`src/rtl/pedal_mem_pkg.sv`:
```
// ============================================================================
// Module   : pedal_mem_pkg
// Brief    : Shared state encoding, descriptor layout and fixed-point constants
// Revision : 1.0
// ============================================================================
`default_nettype none

package pedal_mem_pkg;

    typedef enum logic [2:0] {
        ST_IDLE  = 3'd0,
        ST_WRITE = 3'd1,
        ST_DESC  = 3'd2,
        ST_SAMP  = 3'd3,
        ST_MAC   = 3'd4,
        ST_DONE  = 3'd5
    } state_t;

    localparam int C_DELTA_MSB = 15;
    localparam int C_DELTA_LSB = 9;
    localparam int C_NEG_BIT   = 8;
    localparam int C_MULT_MSB  = 7;
    localparam int C_MULT_LSB  = 0;

    localparam int C_ACC_W   = 32;
    localparam int C_Q_SHIFT = 8;

endpackage

`default_nettype wire

```
`src/rtl/tap_mac.sv`:
```
// ============================================================================
// Module   : tap_mac
// Brief    : Q0.8 tap multiply-accumulate with saturating 16-bit output stage
// Revision : 1.0
// ============================================================================
`default_nettype none

module tap_mac
    import pedal_mem_pkg::*;
#(
    parameter int ACC_W = C_ACC_W
) (
    input  logic        clk,
    input  logic        rst_n,
    input  logic        load_i,
    input  logic [15:0] load_sample_i,
    input  logic        mac_i,
    input  logic [15:0] tap_sample_i,
    input  logic [7:0]  mult_i,
    input  logic        neg_i,
    input  logic        out_en_i,
    output logic [15:0] sample_out_o
);

    logic signed [ACC_W-1:0] acc_q, acc_d;
    logic        [15:0]      out_q, out_d;

    logic signed [24:0]      w_samp_ext;
    logic signed [24:0]      w_mult_ext;
    logic signed [24:0]      w_prod;
    logic signed [ACC_W-1:0] w_prod_ext;
    logic signed [ACC_W-1:0] w_load_ext;
    logic signed [ACC_W-1:0] w_scaled;
    logic        [ACC_W-16:0] w_hi;
    logic                    w_in_range;

    assign w_samp_ext = {{9{tap_sample_i[15]}}, tap_sample_i};
    assign w_mult_ext = {17'd0, mult_i};
    assign w_prod     = w_samp_ext * w_mult_ext;
    assign w_prod_ext = {{(ACC_W-25){w_prod[24]}}, w_prod};
    assign w_load_ext = {{(ACC_W-16){load_sample_i[15]}}, load_sample_i};

    // In range exactly when every bit above the 16-bit sign bit matches it
    assign w_scaled   = acc_q >>> C_Q_SHIFT;
    assign w_hi       = w_scaled[ACC_W-1:15];
    assign w_in_range = (&w_hi) | ~(|w_hi);

    always_comb begin
        acc_d = acc_q;
        out_d = out_q;
        if (load_i) begin
            acc_d = w_load_ext <<< C_Q_SHIFT;
        end else if (mac_i) begin
            acc_d = neg_i ? (acc_q - w_prod_ext) : (acc_q + w_prod_ext);
        end
        if (out_en_i) begin
            if (w_in_range) begin
                out_d = w_scaled[15:0];
            end else begin
                out_d = w_scaled[ACC_W-1] ? 16'h8000 : 16'h7FFF;
            end
        end
    end

    always_ff @(posedge clk) begin
        if (!rst_n) begin
            acc_q <= '0;
            out_q <= '0;
        end else begin
            acc_q <= acc_d;
            out_q <= out_d;
        end
    end

    assign sample_out_o = out_q;

endmodule

`default_nettype wire

```
`src/rtl/reverb_tap_sequencer.sv`:
```
// ============================================================================
// Module   : reverb_tap_sequencer
// Brief    : Per-sample circular-buffer write and tap-table walk over shared memory
// Revision : 1.0
// ============================================================================
`default_nettype none

module reverb_tap_sequencer
    import pedal_mem_pkg::*;
#(
    parameter int ACC_W = C_ACC_W,
    parameter int TAP_W = 8
) (
    input  logic             clk,
    input  logic             rst_n,
    input  logic             sample_tick,
    input  logic [15:0]      sample_in,
    input  logic             enable,
    input  logic [TAP_W-1:0] num_taps,
    input  logic [15:0]      buf_base,
    output logic             mem_req,
    output logic             mem_we,
    output logic [15:0]      mem_addr,
    output logic [15:0]      mem_wdata,
    input  logic [15:0]      mem_rdata,
    input  logic             mem_ready,
    output logic [15:0]      sample_out,
    output logic             sample_valid,
    output logic             busy,
    output logic             overrun,
    input  logic             overrun_clr
);

    state_t           state_q, state_d;
    logic [15:0]      wr_ptr_q, wr_ptr_d;
    logic [15:0]      base_q, base_d;
    logic [15:0]      tc_q, tc_d;
    logic [TAP_W-1:0] n_q, n_d;
    logic [TAP_W-1:0] k_q, k_d;
    logic [7:0]       mult_q, mult_d;
    logic             neg_q, neg_d;
    logic [15:0]      samp_q, samp_d;
    logic             req_q, req_d;
    logic             we_q, we_d;
    logic [15:0]      addr_q, addr_d;
    logic [15:0]      wdata_q, wdata_d;
    logic             valid_q, valid_d;
    logic             overrun_q, overrun_d;

    logic             w_xfer;
    logic [15:0]      w_taps_ext;
    logic [TAP_W-1:0] w_n_eff;
    logic [TAP_W:0]   w_k_inc;
    logic [6:0]       w_delta;
    logic [16:0]      w_diff;
    logic [15:0]      w_tc_next;

    assign w_xfer     = req_q & mem_ready;
    assign w_taps_ext = {{(16-TAP_W){1'b0}}, num_taps};
    assign w_n_eff    = (buf_base < w_taps_ext) ? buf_base[TAP_W-1:0] : num_taps;
    assign w_k_inc    = {1'b0, k_q} + 1'b1;

    // Cursor steps back by delta and wraps within [base, FFFF]
    assign w_delta   = mem_rdata[C_DELTA_MSB:C_DELTA_LSB];
    assign w_diff    = {1'b0, tc_q} - {10'd0, w_delta};
    assign w_tc_next = (w_diff[16] || (w_diff[15:0] < base_q))
                     ? (w_diff[15:0] + (16'h0000 - base_q))
                     : w_diff[15:0];

    always_comb begin
        state_d   = state_q;
        wr_ptr_d  = wr_ptr_q;
        base_d    = base_q;
        tc_d      = tc_q;
        n_d       = n_q;
        k_d       = k_q;
        mult_d    = mult_q;
        neg_d     = neg_q;
        samp_d    = samp_q;
        req_d     = req_q;
        we_d      = we_q;
        addr_d    = addr_q;
        wdata_d   = wdata_q;
        valid_d   = 1'b0;
        overrun_d = overrun_q;

        if (sample_tick && (state_q != ST_IDLE)) begin
            overrun_d = 1'b1;
        end else if (overrun_clr) begin
            overrun_d = 1'b0;
        end

        case (state_q)
            ST_IDLE: begin
                if (sample_tick) begin
                    base_d = buf_base;
                    n_d    = w_n_eff;
                    k_d    = '0;
                    if (!enable) begin
                        state_d = ST_DONE;
                    end else begin
                        state_d = ST_WRITE;
                        req_d   = 1'b1;
                        we_d    = 1'b1;
                        addr_d  = (wr_ptr_q < buf_base) ? buf_base : wr_ptr_q;
                        wdata_d = sample_in;
                    end
                end
            end
            ST_WRITE: begin
                if (w_xfer) begin
                    tc_d     = addr_q;
                    wr_ptr_d = (addr_q == 16'hFFFF) ? base_q : (addr_q + 16'd1);
                    we_d     = 1'b0;
                    if (n_q == '0) begin
                        state_d = ST_DONE;
                        req_d   = 1'b0;
                    end else begin
                        state_d = ST_DESC;
                        addr_d  = {{(16-TAP_W){1'b0}}, k_q};
                    end
                end
            end
            ST_DESC: begin
                if (w_xfer) begin
                    mult_d  = mem_rdata[C_MULT_MSB:C_MULT_LSB];
                    neg_d   = mem_rdata[C_NEG_BIT];
                    tc_d    = w_tc_next;
                    addr_d  = w_tc_next;
                    state_d = ST_SAMP;
                end
            end
            ST_SAMP: begin
                if (w_xfer) begin
                    samp_d  = mem_rdata;
                    req_d   = 1'b0;
                    state_d = ST_MAC;
                end
            end
            ST_MAC: begin
                k_d = w_k_inc[TAP_W-1:0];
                if (w_k_inc < {1'b0, n_q}) begin
                    state_d = ST_DESC;
                    req_d   = 1'b1;
                    addr_d  = {{(16-TAP_W){1'b0}}, w_k_inc[TAP_W-1:0]};
                end else begin
                    state_d = ST_DONE;
                end
            end
            ST_DONE: begin
                valid_d = 1'b1;
                state_d = ST_IDLE;
            end
            default: state_d = ST_IDLE;
        endcase
    end

    always_ff @(posedge clk) begin
        if (!rst_n) begin
            state_q   <= ST_IDLE;
            wr_ptr_q  <= '0;
            base_q    <= '0;
            tc_q      <= '0;
            n_q       <= '0;
            k_q       <= '0;
            mult_q    <= '0;
            neg_q     <= 1'b0;
            samp_q    <= '0;
            req_q     <= 1'b0;
            we_q      <= 1'b0;
            addr_q    <= '0;
            wdata_q   <= '0;
            valid_q   <= 1'b0;
            overrun_q <= 1'b0;
        end else begin
            state_q   <= state_d;
            wr_ptr_q  <= wr_ptr_d;
            base_q    <= base_d;
            tc_q      <= tc_d;
            n_q       <= n_d;
            k_q       <= k_d;
            mult_q    <= mult_d;
            neg_q     <= neg_d;
            samp_q    <= samp_d;
            req_q     <= req_d;
            we_q      <= we_d;
            addr_q    <= addr_d;
            wdata_q   <= wdata_d;
            valid_q   <= valid_d;
            overrun_q <= overrun_d;
        end
    end

    tap_mac #(
        .ACC_W (ACC_W)
    ) u_tap_mac (
        .clk           (clk),
        .rst_n         (rst_n),
        .load_i        ((state_q == ST_IDLE) && sample_tick),
        .load_sample_i (sample_in),
        .mac_i         (state_q == ST_MAC),
        .tap_sample_i  (samp_q),
        .mult_i        (mult_q),
        .neg_i         (neg_q),
        .out_en_i      (state_q == ST_DONE),
        .sample_out_o  (sample_out)
    );

    assign mem_req      = req_q;
    assign mem_we       = we_q;
    assign mem_addr     = addr_q;
    assign mem_wdata    = wdata_q;
    assign sample_valid = valid_q;
    assign busy         = (state_q != ST_IDLE);
    assign overrun      = overrun_q;

endmodule

`default_nettype wire

```
`config.mk`:
```
export PLATFORM = sky130hd
export DESIGN_NAME = reverb_tap_sequencer
export DESIGN_NICKNAME = d
export VERILOG_FILES = /design/src/rtl/pedal_mem_pkg.sv /design/src/rtl/tap_mac.sv /design/src/rtl/reverb_tap_sequencer.sv
export SDC_FILE = /design/constraint.sdc
export NUM_CORES = 1
export LEC_CHECK = 0
export CAP_MARGIN = 20
export CELL_PAD_IN_SITES_DETAIL_PLACEMENT = 1
export CELL_PAD_IN_SITES_GLOBAL_PLACEMENT = 1
export CORE_MARGIN = 5
export CORE_UTILIZATION = 25
export CTS_CLUSTER_SIZE = 25
export DETAILED_ROUTE_END_ITERATION = 6
export GPL_TIMING_DRIVEN = 0
export HOLD_SLACK_MARGIN = 0.03
export PLACE_DENSITY = 0.51
export SLEW_MARGIN = 20
export SYNTH_ARGS = -nofsm -noshare
export SYNTH_HDL_FRONTEND = slang
export SYNTH_HIERARCHICAL = 1
export SYNTH_SLANG_ARGS = --single-unit
```
`constraint.sdc`:
```
create_clock -name clk -period 8.2 [get_ports clk]
set_input_delay 1.23 -clock clk [delete_from_list [all_inputs] [get_ports clk]]
set_output_delay 1.23 -clock clk [all_outputs]
set_load 0.02 [all_outputs]
```
## Word level (Yosys, flattened, before mapping)

Index checks and enable logic that the tools add are counted.

| storage, ports and cells | value |
|---|---|
| bits in writable memories | 0 |
| register bits | 176 |
| latch bits | 0 |
| bits of input ports | 62 |
| logic and storage cells | 114 |
| memories kept | 0 |
| bits in read-only memories | 0 |

| cells by class | value |
|---|---|
| $mul | 1 |
| equal/unequal tests | 14 |
| divide/modulo/power cells | 0 |
| shift-type cells | 0 |
| magnitude comparators | 4 |
| reduce and logical (&&, ||, !) cells | 27 |
| add/subtract/negate cells | 7 |
| mux-type cells | 39 |
| bitwise operators | 4 |

Operators with widths:

| operator | count |
|---|---|
| 16-bit 2-to-1 mux | 12 |
| 32-bit 2-to-1 mux | 3 |
| 16-bit case mux with 4 select lines | 1 |
| 32-bit by 25-bit adder with 32-bit output | 1 |
| 16-bit < comparator | 2 |
| 16-bit case mux with 2 select lines | 1 |
| 32-bit by 25-bit subtractor with 32-bit output | 1 |
| 16-bit by 9-bit multiplier with 25-bit output | 1 |
| 3-bit 2-to-1 mux | 7 |
| 16-bit by 7-bit subtractor with 17-bit output | 1 |
| 16-bit by 1-bit adder with 16-bit output (second input constant) | 1 |
| 16-bit adder | 1 |
| 16-bit equality test (second input constant) | 1 |
| 16-bit by 8-bit < comparator with 1-bit output | 1 |
| 8-bit 2-to-1 mux | 2 |
| 2-bit != test (second input constant) | 8 |
| 8-bit case mux with 2 select lines | 1 |
| 1-bit by 16-bit subtractor with 16-bit output (first input constant) | 1 |
| 3-bit case mux with 5 select lines | 1 |
| 7-bit AND reduction | 2 |
| 2-bit AND reduction | 5 |
| 2-bit nonzero test | 5 |
| 8-bit by 1-bit adder with 9-bit output (second input constant) | 1 |
| 9-bit by 8-bit < comparator with 1-bit output | 1 |
| other kinds (20) | 35 |

## Depth between registers and ports, before layout

Gate-level depths: netlist of run 1.

| depth | value |
|---|---|
| depth in word-level cells | 6 |
| mapped depth | 33 |
| gate-level depth less buffers | 31 |

## Modules after synthesis

Netlist of run 1, hierarchy kept.

By module, submodules not included:

| module | instances | cells each | area an instance (sq um) |
|---|---|---|---|
| tap_mac | 1 | 1112 | 9075.0 |
| reverb_tap_sequencer | 1 | 1029 | 7903.8 |

## Worst setup path before layout of run 1

OpenSTA, ideal clock, no wires.

| timing | value |
|---|---|
| path type | register to register |
| from | register mult_q[5] |
| to | register u_tap_mac.acc_q[28] |
| cell stages (with the launch flop) | 33 |
| clock period less this slack | 7.439 ns |
| required time | 8.081 ns |
| arrival | 7.320 ns |
| slack | 0.761 ns |
| cells stage by stage | dfxtp_1 -> clkbuf_1 -> nand2_1 -> fa_1 -> fa_1 -> inv_1 -> fa_1 -> inv_1 -> fa_1 -> inv_1 -> ha_1 -> buf_6 -> and2_1 -> a311o_2 -> o21ai_2 -> a32oi_4 -> xnor2_1 -> nand2b_2 -> nor3b_2 -> nor2_1 -> xor2_1 -> ha_1 -> clkbuf_1 -> a21oi_1 -> o221ai_1 -> a21o_1 -> a2111oi_0 -> o21ai_1 -> a221oi_2 -> o211ai_1 -> a21oi_1 -> xor2_1 -> o21ai_1 |

| on the way | value |
|---|---|
| longest elaborated chain between the ends | 5 |

Ends and longest elaborated chain:

| item | RTL line | source |
|---|---|---|
| start, declared | reverb_tap_sequencer.sv:40 | `logic [7:0] mult_q, mult_d;` |
| start signal, assigned | reverb_tap_sequencer.sv:182 | `mult_q <= mult_d;` |
| 16-bit by 9-bit multiplier with 25-bit output (*) | tap_mac.sv:39 | `assign w_prod = w_samp_ext * w_mult_ext;` |
| 32-bit by 25-bit adder with 32-bit output or 32-bit by 25-bit subtractor with 32-bit output (tied branches) | tap_mac.sv:54 | `acc_d = neg_i ? (acc_q - w_prod_ext) : (acc_q + w_prod_ext);` |
| 32-bit 2-to-1 mux (*) | tap_mac.sv:54 |  |
| 32-bit 2-to-1 mux (*) | tap_mac.sv:53 | `end else if (mac_i) begin` |
| 32-bit 2-to-1 mux (*) | tap_mac.sv:51 | `if (load_i) begin` |
| end signal, assigned | tap_mac.sv:67 | `acc_q <= '0;` |
| end signal, assigned | tap_mac.sv:70 | `acc_q <= acc_d;` |
| end, declared | tap_mac.sv:25 | `logic signed [ACC_W-1:0] acc_q, acc_d;` |

Every way passes the cells marked *; elsewhere a longest branch is shown, timed or not. The select of a mux whose other input is x is not followed.
A chain may end at the register's enable or synchronous reset.

## Worst setup path in the final report of run 1

| timing | value |
|---|---|
| from | register mult_q[5] |
| to | register u_tap_mac.acc_q[29] |

Same word-level chain as after synthesis.

==> results.cfg, run 1 <==
[outcome]
status = finished clean

[pwr]
seq_power_share_pct = 26.7
cellPowerDensity_nw_per_um2 = 233
clock_power_share_pct = 18.4
power_uw = 4690
combPwrFrac_pct = 54.9
switching_share_pct = 47.6
peakVddDrop_mv = 0.147
p_int_uw = 2460
p_leak_uw = 0.00845
p_sw_uw = 2230

[global_route]
grt_pass1_vias = 16449
grt_overflow = 0
grt_max_degree = 19
grtUsageTotal_pct = 16.7
antenna_found_initial = 2
grt_pass1_wl_mm = 96.2

[logic_synthesis]
async_flop_share_pct = 0
yosys_register_bits = 176
yosysWarnings = 6
synth_commonest_cells = nand2_1 (293), inv_1 (248), a21oi_1 (218), dfxtp_1 (176), ha_1 (137)
syn_inst = 2141
avgSynthCellArea_um2 = 7.93
synth_most_common_cell = nand2_1
synth_edf_count = 0
synth_top_cell_by_area = dfxtp_1
ys_top_cells_by_area = dfxtp_1 (21%), fa_1 (12%), ha_1 (10%)
syn-cell-area_um2 = 17000
synth_ff_type = dfxtp_1
post-synth-top-area-fraction_pct = 20.8
syn_nets = 2445
synth-seq-area-share_pct = 20.8
yosysUniqueCellTypes = 107

[finish]
nets = 2582
finalInstanceArea_um2 = 20100
layout-drive-gt1-share_pct = 6.77
utilization_pct = 29.9
area_growth_syn_to_layout_pct = 18.3

[clocking]
path_clk_slew_ps = 80
root_buffer = clkbuf_16
hold_buffers = 0
cts_tree = built
cts_buffers = 17
insertion_delay_ps = 490
htree_levels = 4
cts_buffer_depth = 2
clock_sink_count = 176

[worst_setup_path]
cp.buffers_inverters = 4
cp_slowest_cell = fa_1
crit_arrival_ps = 8180
critPathCaptureType = flip-flop
cp_max_fo = 10
crit_type = reg -> reg
cp.required_ps = 8630
crit_family = adder cells
start_kind = flip-flop
crit_start = mult_q[5]
worstReg2RegStart = mult_q[5]
slowest_delay_ps = 570
critPathMostFrequentCell = fa_1

[route]
drt_iter0_markers = 760
drc = 0
vias = 15516
routed_wl_mm = 61.9
viasPerCell = 4.90
final_antenna_net_count = 0
firstDrtPassIters = 5
wl_per_cell_um = 19.6

[floorplanning]
die_x_um = 271
num_rows = 95
fp.dieH_um = 271
start_util_pct = 25.2
die_area_um2 = 73200
fp.coreArea_um2 = 67300
pin_count = 115

[sta]
clock_skew_ps = 17.3
period_needed_ps = 7750
worst_slew_pin_slew_ps = 1010
slew_violations = 0
fmax_mhz = 129
slew-limit-headroom_pct = 33.0
hold_violations = 0
post-route-period-util_pct = 94.6
finalSetupViolCount = 0

[place]
globalplace.congestion = 0.850
dpl.hpwl_mm = 50.9
place_area_um2 = 19200
io_buffers = 113

[job]
maxCapViolCount = 0

[hold_path]
hold_class = reg -> reg
hold_start = base_q[14]
==> flip-flops by register name, summed over array words and instances (netlist names) <==
signal,cells
u_tap_mac/acc_q,32
base_q,16
mem_addr,16
mem_wdata,16
samp_q,16
tc_q,16
u_tap_mac/sample_out_o,16
wr_ptr_q,16
k_q,8
mult_q,8
n_q,8
state_q,3
mem_req,1
mem_we,1
neg_q,1
overrun,1
sample_valid,1
==> power groups by stage <==
stage / sequential, uW / combinational [uW] / clock [uW]
after global placement: 1270 / 2460 / 0
after floorplan: 1220 / 1660 / 0
after global routing: 1270 / 2840 / 929
after CTS: 1250 / 2540 / 902
after detailed placement: 1270 / 2500 / 0
final: 1250 / 2570 / 861
==> metrics by stage <==
stage / hold WS (ps) / std cells / TNS [ps] / setup WS [ps]
3_3_place_gp: 443 / 3127 / -3190 / -714
3_5_place_dp: 450 / 3127 / -4090 / -836
4_1_cts: 463 / 3163 / 0 / 45.6
2_1_floorplan: 436 / 2141 / 0 / 761
5_1_grt: 485 / 3164 / -35.6 / -35.6
6_report: 458 / 3165 / 0 / 446
==> worst min-delay path, cell delays in order (launching register included) <==
cell and delay, ps:
dfxtp_1 310, nand2_1 50, a21oi_1 50
==> repair_timing <==
| action | 4_1_cts | 5_1_grt |
|---|---|---|
| setup endpoints to repair | 12 | 7 |
| endpoints found under the hold margin | 0 | 0 |
| resized for setup | 27 | 40 |
| pin swaps | 3 | 5 |
| setup buffers | 4 | 2 |
==> worst paths after layout <==
| path | end | slack, ps | depth (start not counted) |
|---|---|---|---|
| hold / removal | base_q[14] | 460 | 2 |
| setup / recovery | u_tap_mac/acc_q[29] | 450 | 31 |
| setup reg to reg | u_tap_mac/acc_q[29] | 450 | 31 |
| hold reg to reg | base_q[14] | 460 | 2 |
==> cells by family after synthesis <==
logic type,after synthesis,synth area share [%]
buf+inv,342,8.11
xor+xnor,116,6.15
fa+ha+maj,242,22.5
compound gates,557,20.7
flops,176,20.8
simple gates,654,18.4
mux,54,3.38
==> cell type report <==
type,instances,area [um^2]
fill,8043,47200
multi-input combinational,1623,12300
sequential,176,3550
timing repair buffer,119,1180
tap,873,1090
inverter,250,938
buffer,91,469
clock buffer,19,453
clock inverter,13,144
antenna,1,2.50
==> placed cells by master, fill, tap and decap left out, types with 18 or more instances in the layout <==
cell	instances
nor3_1	29
a31oi_1	20
o211ai_1	18
xnor2_1	61
xor2_1	50
inv_1	248
a21oi_1	216
nor2_1	98
o21ai_0	118
and2_1	65
ha_1	135
mux2i_1	42
fa_1	105
clkbuf_1	59
nand2b_1	23
nand3_1	39
clkdlybuf4s50_1	113
a21o_1	25
a211oi_1	20
dfxtp_1	164
nand2_1	293
==> metal layers <==
metal  up-vias  routed length, um  share of wire (%)  track usage, %
met5         -                  0                  0               0
met4         0               1530                2.5            4.84
met3        60               1350                2.2            2.16
met2       170              31200                 50            29.7
met1      7709              27900                 45            21.2
li1       7577                  -                  -               -
Note: power is estimated with default switching activity, not from simulation.
==> inputs of run 2 (changes only) <==
--- a/config.mk
+++ b/config.mk
@@ -18,5 +18,4 @@
 export SLEW_MARGIN = 20
 export SYNTH_ARGS = -nofsm -noshare
 export SYNTH_HDL_FRONTEND = slang
-export SYNTH_HIERARCHICAL = 1
 export SYNTH_SLANG_ARGS = --single-unit
==> results.cfg, run 2 <==
[logic_synthesis]
synth_most_common_cell = nand2_1
yosysWarnings = 0
post-synth-top-area-fraction_pct = 21.1
synth-seq-area-share_pct = 21.1
ys_top_cells_by_area = dfxtp_1 (21%), fa_1 (13%), ha_1 (10%)
synth_commonest_cells = nand2_1 (302), inv_1 (247), a21oi_1 (233), dfxtp_1 (176), nor2_1 (157)
synth_ff_type = dfxtp_1
yosysUniqueCellTypes = 84
synth_edf_count = 0
synth_top_cell_by_area = dfxtp_1
syn_nets = 2479
async_flop_share_pct = 0
syn-cell-area_um2 = 16700
yosys_register_bits = 176
syn_inst = 2175
avgSynthCellArea_um2 = 7.66

[clocking]
root_buffer = clkbuf_16
htree_levels = 4
cts_tree = built
cts_buffers = 17
path_clk_slew_ps = 90
cts_buffer_depth = 2
insertion_delay_ps = 490
clock_sink_count = 176

[job]
maxCapViolCount = 0

[global_route]
grt_pass1_wl_mm = 100
grt_pass1_vias = 16861
grt_overflow = 0
antenna_found_initial = 1
grt_max_degree = 21
grtUsageTotal_pct = 18.0

[finish]
layout-drive-gt1-share_pct = 5.92
mostFrequentLayoutCell = nand2_1
final_cell_mix = nand2_1 (302), inv_1 (247), a21oi_1 (231), dfxtp_1 (164), nor2_1 (157)
largest_reg_flops = 32
top_register = u_tap_mac.acc_q
diodes = 0
nets = 2607
area_growth_syn_to_layout_pct = 18.9

[worst_setup_path]
critPathMostFrequentCell = inv_1
crit_arrival_ps = 8210
cp_slowest_cell = fa_1
start_kind = flip-flop
cp_max_fo = 10
critPathCaptureType = flip-flop
crit_type = reg -> reg
cp.required_ps = 8590
slowest_delay_ps = 540

[pwr]
p_sw_uw = 2320
cellPowerDensity_nw_per_um2 = 244
switching_share_pct = 48.0
seq_power_share_pct = 25.6
combPwrFrac_pct = 55.2
clock_power_share_pct = 19.2
p_leak_uw = 0.00837
p_int_uw = 2510
peakVddDrop_mv = 0.125

[route]
wl_per_cell_um = 20.3
wl_met3_mm = 2.08
drc = 0
routed_wl_mm = 64.6
firstDrtPassIters = 5
wl_met2_mm = 30.0
final_antenna_net_count = 0
met1_length_mm = 31.6
vias = 15846
drt_iter0_markers = 878
dr.max_layer_used = met4
viasPerCell = 4.98

[sta]
period_needed_ps = 7820
rsz0062_at_grt = false
slew-limit-headroom_pct = 30.9
clock_skew_ps = 24.1
worst_slew_pin_slew_ps = 1040
finalSetupViolCount = 0
fmax_mhz = 128
holdWs_ps = 459
hold_violations = 0
post-route-period-util_pct = 95.3
slew_violations = 0
setup_tns_ps = 0

[floorplanning]
start_util_pct = 25.3
fp.coreArea_um2 = 66000
fp.dieH_um = 268
num_rows = 94
pin_count = 115
die_area_um2 = 71900
die_x_um = 268

[place]
dpl.hpwl_mm = 53.4
io_buffers = 114
globalplace.congestion = 0.862

[hold_path]
hold_class = reg -> reg

[outcome]
status = finished clean
[run 2: timing repair]
item / in CTS / in global routing
gates cloned: 0 / 0
resized for setup: 27 / 50
hold buffers: 0 / 0
setup endpoints to repair: 7 / 6
buffers inserted: 0 / 10
pin swaps: 0 / 12
[run 2: path summary, 6_finish.rpt]
path / cells after the start / slack [ps] / startpoint / to
max: 32 / 380 / mult_q[6] / u_tap_mac.acc_q[31]
min reg2reg: 2 / 460 / base_q[12] / base_q[12]
max reg2reg: 32 / 380 / mult_q[6] / u_tap_mac.acc_q[31]
min: 2 / 460 / base_q[12] / base_q[12]
[run 2: power groups by stage]
stage | Clock (uW) | Combinational [uW] | Sequential [uW]
6_report | 929 | 2660 | 1230
5_1_grt | 988 | 2930 | 1250
4_1_cts | 958 | 2650 | 1230
3_5_place_dp | 0 | 2620 | 1250
3_3_place_gp | 0 | 2580 | 1250
2_1_floorplan | 0 | 1730 | 1210
[run 2: logic make-up (layout without fill, tap and decap cells)]
family                     count (synthesis)  count (layout)  share of synthesized area [%]
AOI/OAI and AO/OA                        556             556                           20.7
xor gates and xnor gates                 110             110                           5.91
adders and majority gates                242             242                           22.9
buffers and inverters                    349             490                           8.01
DFF                                      176             176                           21.1
muxes                                     23              23                           1.40
and+or+nand+nor                          719             719                           19.9
[run 2: routing by layer]
metal  track usage (%)  vias up
met2              30.0      241
li1                  -     7650
met5                 0        -
met3              2.29       53
met1              25.3     7902
met4              3.72        0
[run 2: critical path: cells and delay by family (launching register included)]
kind | cells | cell delay (ps)
buffers and inverters | 5 | 460
AO/OA/AOI/OAI | 9 | 1690
multiplexers | 1 | 200
adder cells (fa/ha/maj) | 6 | 2520
flip-flops | 1 | 390
XOR/XNOR | 2 | 460
AND/OR/NAND/NOR | 9 | 1970
[run 2: layout make-up]
cell class	count	area (um^2)
Buffer	86	384
Clock buffer	17	425
Clock inverter	15	226
Fill cell	7956	46200
Inverter	248	931
Multi-Input combinational cell	1650	12000
Sequential cell	176	3550
Tap cell	864	1080
Timing Repair Buffer	124	1220
[run 2: through the flow]
stage / cell area, um^2 / cells / total power, uW / worst slack (ps) / utilization, %
2_1_floorplan: 16700 / 2175 / 2940 / 872 / -
3_3_place_gp: 18900 / 3153 / 3830 / -563 / 28.6
3_5_place_dp: 18900 / 3153 / 3870 / -786 / 28.6
4_1_cts: 19600 / 3180 / 4840 / 6.06 / 29.7
5_1_grt: 19800 / 3180 / 5170 / 2.93 / 30.0
6_report: 19800 / 3180 / 4830 / 383 / 30.0
